### src/rtl/axi_lite_read_data_slave.sv
// AXI4-Lite read path: AR queue with decode/protection classification,
// synchronous word-memory fetch and an R channel held until RREADY.
module axi_lite_read_data_slave #(
  parameter int                ADDR_W    = 32,
  parameter int                DATA_W    = 32,
  parameter int                MEM_WORDS = 256,
  parameter logic [ADDR_W-1:0] BASE_ADDR = '0,
  parameter int                QDEPTH    = 2,
  parameter bit                PRIV_ONLY = 1'b0,
  localparam int               IW        = $clog2(MEM_WORDS)
) (
  input  logic              ACLK,
  input  logic              ARESETn,
  input  logic              ARVALID,
  output logic              ARREADY,
  input  logic [ADDR_W-1:0] ARADDR,
  input  logic [2:0]        ARPROT,
  output logic              RVALID,
  input  logic              RREADY,
  output logic [DATA_W-1:0] RDATA,
  output logic [1:0]        RRESP,
  output logic              mem_rd_en,
  output logic [IW-1:0]     mem_addr,
  input  logic [DATA_W-1:0] mem_rdata
);

  localparam int PW = $clog2(QDEPTH);
  localparam int CW = PW + 1;
  localparam logic [CW-1:0] QFULL = CW'(QDEPTH);

  localparam logic [1:0] RESP_OKAY   = 2'b00;
  localparam logic [1:0] RESP_SLVERR = 2'b10;
  localparam logic [1:0] RESP_DECERR = 2'b11;

  typedef enum logic [1:0] {
    S_IDLE,
    S_FETCH,
    S_RESP
  } state_e;

  state_e            state_q;
  logic              arready_q;
  logic              rvalid_q;
  logic [DATA_W-1:0] rdata_q;
  logic [1:0]        rresp_q;

  logic [IW-1:0]     q_idx_q  [QDEPTH];
  logic [1:0]        q_resp_q [QDEPTH];
  logic [PW-1:0]     wr_ptr_q;
  logic [PW-1:0]     rd_ptr_q;
  logic [CW-1:0]     count_q;
  logic [CW-1:0]     count_d;

  logic [ADDR_W-1:0] ar_off;
  logic              ar_in_range;
  logic [1:0]        ar_resp;
  logic [IW-1:0]     ar_idx;
  logic              push;
  logic              pop;
  logic [IW-1:0]     head_idx;
  logic [1:0]        head_resp;
  logic              unused_ok;

  assign ar_off      = ARADDR - BASE_ADDR;
  assign ar_in_range = (ARADDR >= BASE_ADDR)
                    && ((ar_off >> (IW + 2)) == '0);
  assign ar_idx      = ar_off[IW+1:2];
  assign unused_ok   = ^{ar_off[1:0], ARPROT[2:1]};

  // Decode error outranks alignment, alignment outranks privilege
  always_comb begin
    ar_resp = RESP_OKAY;
    priority case (1'b1)
      !ar_in_range:             ar_resp = RESP_DECERR;
      (ARADDR[1:0] != 2'b00):   ar_resp = RESP_SLVERR;
      (PRIV_ONLY && !ARPROT[0]): ar_resp = RESP_SLVERR;
      default:                  ar_resp = RESP_OKAY;
    endcase
  end

  assign push      = ARVALID && arready_q;
  assign pop       = (state_q == S_IDLE) && (count_q != '0);
  assign head_idx  = q_idx_q[rd_ptr_q];
  assign head_resp = q_resp_q[rd_ptr_q];

  always_comb begin
    count_d = count_q;
    case ({push, pop})
      2'b10:   count_d = count_q + CW'(1);
      2'b01:   count_d = count_q - CW'(1);
      default: count_d = count_q;
    endcase
  end

  always_ff @(posedge ACLK) begin
    if (push) begin
      q_idx_q[wr_ptr_q]  <= ar_idx;
      q_resp_q[wr_ptr_q] <= ar_resp;
    end
  end

  always_ff @(posedge ACLK) begin
    if (!ARESETn) begin
      state_q   <= S_IDLE;
      arready_q <= 1'b0;
      rvalid_q  <= 1'b0;
      rdata_q   <= '0;
      rresp_q   <= RESP_OKAY;
      wr_ptr_q  <= '0;
      rd_ptr_q  <= '0;
      count_q   <= '0;
    end else begin
      arready_q <= (count_d < QFULL);
      count_q   <= count_d;
      if (push) wr_ptr_q <= wr_ptr_q + PW'(1);
      if (pop)  rd_ptr_q <= rd_ptr_q + PW'(1);
      unique case (state_q)
        S_IDLE: begin
          if (pop) begin
            if (head_resp == RESP_OKAY) begin
              state_q <= S_FETCH;
            end else begin
              rdata_q  <= '0;
              rresp_q  <= head_resp;
              rvalid_q <= 1'b1;
              state_q  <= S_RESP;
            end
          end
        end
        S_FETCH: begin
          rdata_q  <= mem_rdata;
          rresp_q  <= RESP_OKAY;
          rvalid_q <= 1'b1;
          state_q  <= S_RESP;
        end
        S_RESP: begin
          if (RREADY) begin
            rvalid_q <= 1'b0;
            state_q  <= S_IDLE;
          end
        end
        default: state_q <= S_IDLE;
      endcase
    end
  end

  // Read strobe follows the pop so data lands while in FETCH
  assign mem_rd_en = pop && (head_resp == RESP_OKAY);
  assign mem_addr  = head_idx;

  assign ARREADY = arready_q;
  assign RVALID  = rvalid_q;
  assign RDATA   = rdata_q;
  assign RRESP   = rresp_q;

endmodule

### config.mk
export PLATFORM = sky130hd
export DESIGN_NAME = axi_lite_read_data_slave
export DESIGN_NICKNAME = d
export VERILOG_FILES = /design/src/rtl/axi_lite_read_data_slave.sv
export SDC_FILE = /design/constraint.sdc
export NUM_CORES = 1
export LEC_CHECK = 0
export CAP_MARGIN = 25
export CORE_MARGIN = 2
export CORE_UTILIZATION = 44
export CTS_BUF_LIST = sky130_fd_sc_hd__clkbuf_16
export DETAILED_ROUTE_END_ITERATION = 16
export PLACE_DENSITY = 0.94
export SLEW_MARGIN = 20
export SYNTH_ARGS = -nofsm -noshare
export SYNTH_HDL_FRONTEND = slang
export SYNTH_SLANG_ARGS = --single-unit
### constraint.sdc
create_clock -name ACLK -period 4.9 [get_ports ACLK]
set_input_delay 0.735 -clock ACLK [delete_from_list [all_inputs] [get_ports ACLK]]
set_output_delay 0.735 -clock ACLK [all_outputs]
set_load 0.05 [all_outputs]
Word-level counts from Yosys, hierarchy flattened
Memories as Yosys holds them, arrays and structs flattened. A register that Yosys moved wholly into a read port is not among the register bits.
Index checks and enable logic that the tools add are counted.

word-level totals
  bits in writable memories = 20
  input bits = 71
  bits in registers = 42
  memories kept = 2

memory list
  name      words  bits a word  read ports  clocked after memory_dff  write ports  line  source
  q_idx_q   2      8            1           1                         1            47    logic [IW-1:0] q_idx_q [QDEPTH];
  q_resp_q  2      2            1           1                         1            48    logic [1:0] q_resp_q [QDEPTH];

cells by class
  $lt $le $gt $ge = 2
  equality and inequality tests = 7
  add/subtract/negate cells = 4
  muxes and demuxes = 23
  reductions and logical operators = 14

operator list
  operator               number
  $mux W32               2
  $pmux W32 S2           1
  $ge A32 B1 Y1 const B  1
  $logic_not A32 Y1      1
  $mux W2                7
  $mux W1                9
  $pmux W2 S2            2
  $ne A2 B2 Y1 const B   3
  $pmux W2 S3            1
  $reduce_bool A2 Y1     3
  $eq A2 B1 Y1 const B   2
  $eq A2 B2 Y1 const B   2
  $logic_and A1 B1 Y1    4
  $logic_not A2 Y1       2
  $reduce_and A4 Y1      1
  $pmux W1 S3            1
  $reduce_and A3 Y1      1
  $reduce_bool A3 Y1     1
  $add A1 B1 Y1 const B  2
  $add A2 B1 Y2 const B  1
  $lt A2 B2 Y1 const B   1
  $reduce_and A2 Y1      1
  $sub A2 B1 Y2 const B  1

Logic depth before layout (Yosys ltp)
  depth after elaboration = 5
  mapped depth = 6
  depth with buffers taken out = 6

Worst setup path after synthesis
OpenSTA, ideal clock, no wires.

  path type = register -> output
  start = register (tool-made name)
  end = output port mem_rd_en
  arrival = 1914 ps
  stages on the path, launching flop included = 4
  slack = 2251 ps
  data required time = 4165 ps
  cell sequence = dfxtp_1 > clkbuf_1 > a21oi_1 > nor3_1

RTL lines
  what       line  source
  to (decl)  22    output logic mem_rd_en,

==> flow_metrics.tcl <==
set metrics [dict create \
    status "finished clean" \
    vias_per_cell 5.35 \
    drtIter0Drc 93 \
    drt-pass1-iter-count 4 \
    powerDensity_nw_per_um2 438 \
    tritoncts "yes" \
    yosysTopAreaCellShare 0.351 \
    final_cell_area_sq_um 3930 \
    combPwrFrac 0.257 \
    ant_nets 0 \
    internal_power_mw 1.21 \
    crit_arrival_ns 2.56 \
    synth_area_leaders "dfxtp_1, edfxtp_1, nand3_1" \
    syn_area_per_cell_sq_um 10.3 \
    ys_warn_count 0 \
    cts_resized 0 \
    multi_input_area_sq_um 918 \
    postLayoutSetupSlackWorst_ns 1.60 \
    synth_edf_count 20 \
    synth-xor-area-share 0.0107 \
    synth-compound-area-share 0.0958 \
    sw_frac_of_total 0.296 \
    final_cell_mix "clkdlybuf4s50_1, nand3_1, dfxtp_1" \
    grt-ovfl-total 0 \
    grt.total_usage 0.222 \
    synth_adder_area_share 0.00510 \
    p_total_mw 1.72 \
    cap_violations 0 \
    die_x_um 78.7 \
    clk_latency_ns 0.32 \
    drt_wl_total_um 6670 \
    crit_path_frequent_cell "nor3_1" \
    layout_commonest_cell "clkdlybuf4s50_1" \
    fp-row-count 27 \
    cts_setup_buffers 0 \
    hold_class "reg -> reg" \
    rsz0062_at_grt "no" \
    syn2layout_area_growth_pct 60.0 \
    n_fill_cell 414 \
    seq_area_frac_synth 0.595 \
    fin_crit_sh 0.673 \
    setup_viol_count_final 0 \
    core-area_sq_um 5440 \
    path_max_fanout 14 \
    slowest_delay_ns 0.84 \
    grt_pass1_wl_um 10600 \
    synth_top_family_by_area "simple AND/OR/NAND/NOR gates" \
    synth_nets 310 \
    cts.sinks 63 \
    clk_pin_slew_ns 0.05 \
    die_area_sq_um 6190 \
    start_util 0.451 \
    die_h_um 78.7 \
    crit_slowest_cell "clkdlybuf4s50_1" \
    fin_setup_tns_ns 0 \
    synth_top_area_cell "dfxtp_1" \
    max_freq_mhz 303 \
    async_flop_share 0 \
    max-vdd-ir-drop_mv 0.414 \
    clock-skew-final_ns 0.00446 \
    worst_setup_path_end_kind "primary output" \
    pre_cts_ws_ns 2.01 \
    wl_per_cell_um 15.8 \
    hold_viol_final 0 \
    grt_max_degree 72 \
    leakage_nw 1.34 \
    crit_path_cell_trace "nor3_1, a21oi_1, nor3_1, clkdlybuf4s50_1" \
    hold_buffers 0 \
    synthesis.area_sq_um 2450 \
    syn_inst 238 \
    synthFlopType "dfxtp_1" \
    placed_cell_area_sq_um 3620 \
    h-tree-depth 3 \
    drive_gt1_frac 0.0886 \
    synth_seq_cells 63 \
    path_delay_family "buffers and inverters" \
    slew_headroom 0.416 \
    insertedDiodeCount 0 \
    antenna_found_initial 0 \
    synth_mux_area_frac 0.0540 \
    nets 417 \
    required_ns 4.16 \
    worst_pin_slew_ns 0.873 \
    pwr-share-clk 0.374 \
    regArea_sq_um 1460 \
    p_switching_uw 509 \
    dp_hpwl_um 4660 \
    period_needed_ns 3.30 \
    globalplace.congestion 0.701 \
    clock_path_buffers 2 \
    maxSlewViolCount 0 \
    via_count 2256 \
    path_class "reg -> out" \
    io_buffer_count 112 \
    placed_cells 406 \
    cts-root-buf "clkbuf_16" \
    post-route-drc-count 0 \
    seq_power_share 0.368 \
    ios 116 \
    first_global_vias 2325 \
    worst_setup_path_start_kind "register" \
    synth.distinct_cells 35 \
    critPathBufInv 1 \
    cts_buffers 9 \
    synth-simple-area-share 0.204 \
    fin_cells 422 \
]
## worst reg2reg max path: cells and delay by family, from the launching register on
| kind | cells | cell delay (ns) |
|---|---|---|
| AOI/OAI and AO/OA | 2 | 0.78 |
| buffers and inverters | 1 | 0.25 |
| DFF | 1 | 0.73 |
| and+or+nand+nor | 1 | 0.26 |
## cell usage after synthesis (2+ instances only)
library cell / number
o21ai_0: 32
a21oi_1: 4
nand3_1: 68
buf_1: 2
xor2_1: 2
nor4_1: 5
o21ai_1: 2
nor2_1: 6
clkbuf_2: 3
mux2i_1: 2
and3_1: 2
buf_2: 2
dfxtp_1: 43
mux2_2: 10
or3_1: 3
nor3_1: 2
clkbuf_1: 13
edfxtp_1: 20
## area by class of cell
cell class / count / area share
clock buffers: 9 / 0.0573
clock inverters: 7 / 0.0201
inverters: 1 / 0.000956
multi-input cells: 154 / 0.234
flip-flops and latches: 63 / 0.372
well taps: 72 / 0.0229
repair buffers: 116 / 0.293
## power groups by stage
stage               logic [mW]  registers (mW)  clock network (mW)
finish                   0.442           0.633               0.643
global route             0.470           0.640               0.669
CTS                      0.446           0.633               0.647
detailed placement       0.442           0.642                   0
global placement         0.420           0.636                   0
floorplan                0.221           0.687                   0
## path summary, 6_finish.rpt
kind / start / to / cells after the start / slack, ns
setup / recovery: register / mem_rd_en / 4 / 1.60
hold / removal: RDATA[8] / RDATA[8] / 2 / 0.46
setup reg to reg: register / RDATA[19] / 4 / 2.75
hold reg to reg: RDATA[8] / RDATA[8] / 2 / 0.46
## cell families after synthesis
group / Yosys count
AO/OA/AOI/OAI: 43
XOR/XNOR: 3
adder cells (fa/ha/maj): 1
buffers and inverters: 21
flip-flops: 63
multiplexers: 12
AND/OR/NAND/NOR: 95
## per-layer routing
metal	track usage	part of all wire
met4	0.149	0.037
met2	0.408	0.54
met1	0.224	0.38
met5	0	0
met3	0.0455	0.045
## state kept, by name (all words and copies together) (netlist names), named ones only
| register | count |
|---|---|
| ARREADY | 1 |
| RDATA | 32 |
| RRESP | 2 |
| RVALID | 1 |
| count_q | 1 |
| q_idx_q | 16 |
| q_resp_q | 4 |
| rd_ptr_q | 1 |
| state_q | 2 |
| wr_ptr_q | 1 |
## per-stage QoR
| stage | hold WS (ns) | utilization |
|---|---|---|
| floorplan | 0.480 | - |
| global placement | 0.447 | 0.664 |
| detailed placement | 0.460 | 0.666 |
| CTS | 0.467 | 0.722 |
| global route | 0.489 | 0.722 |
| finish | 0.462 | 0.722 |
(Power assumes the default switching activity.)
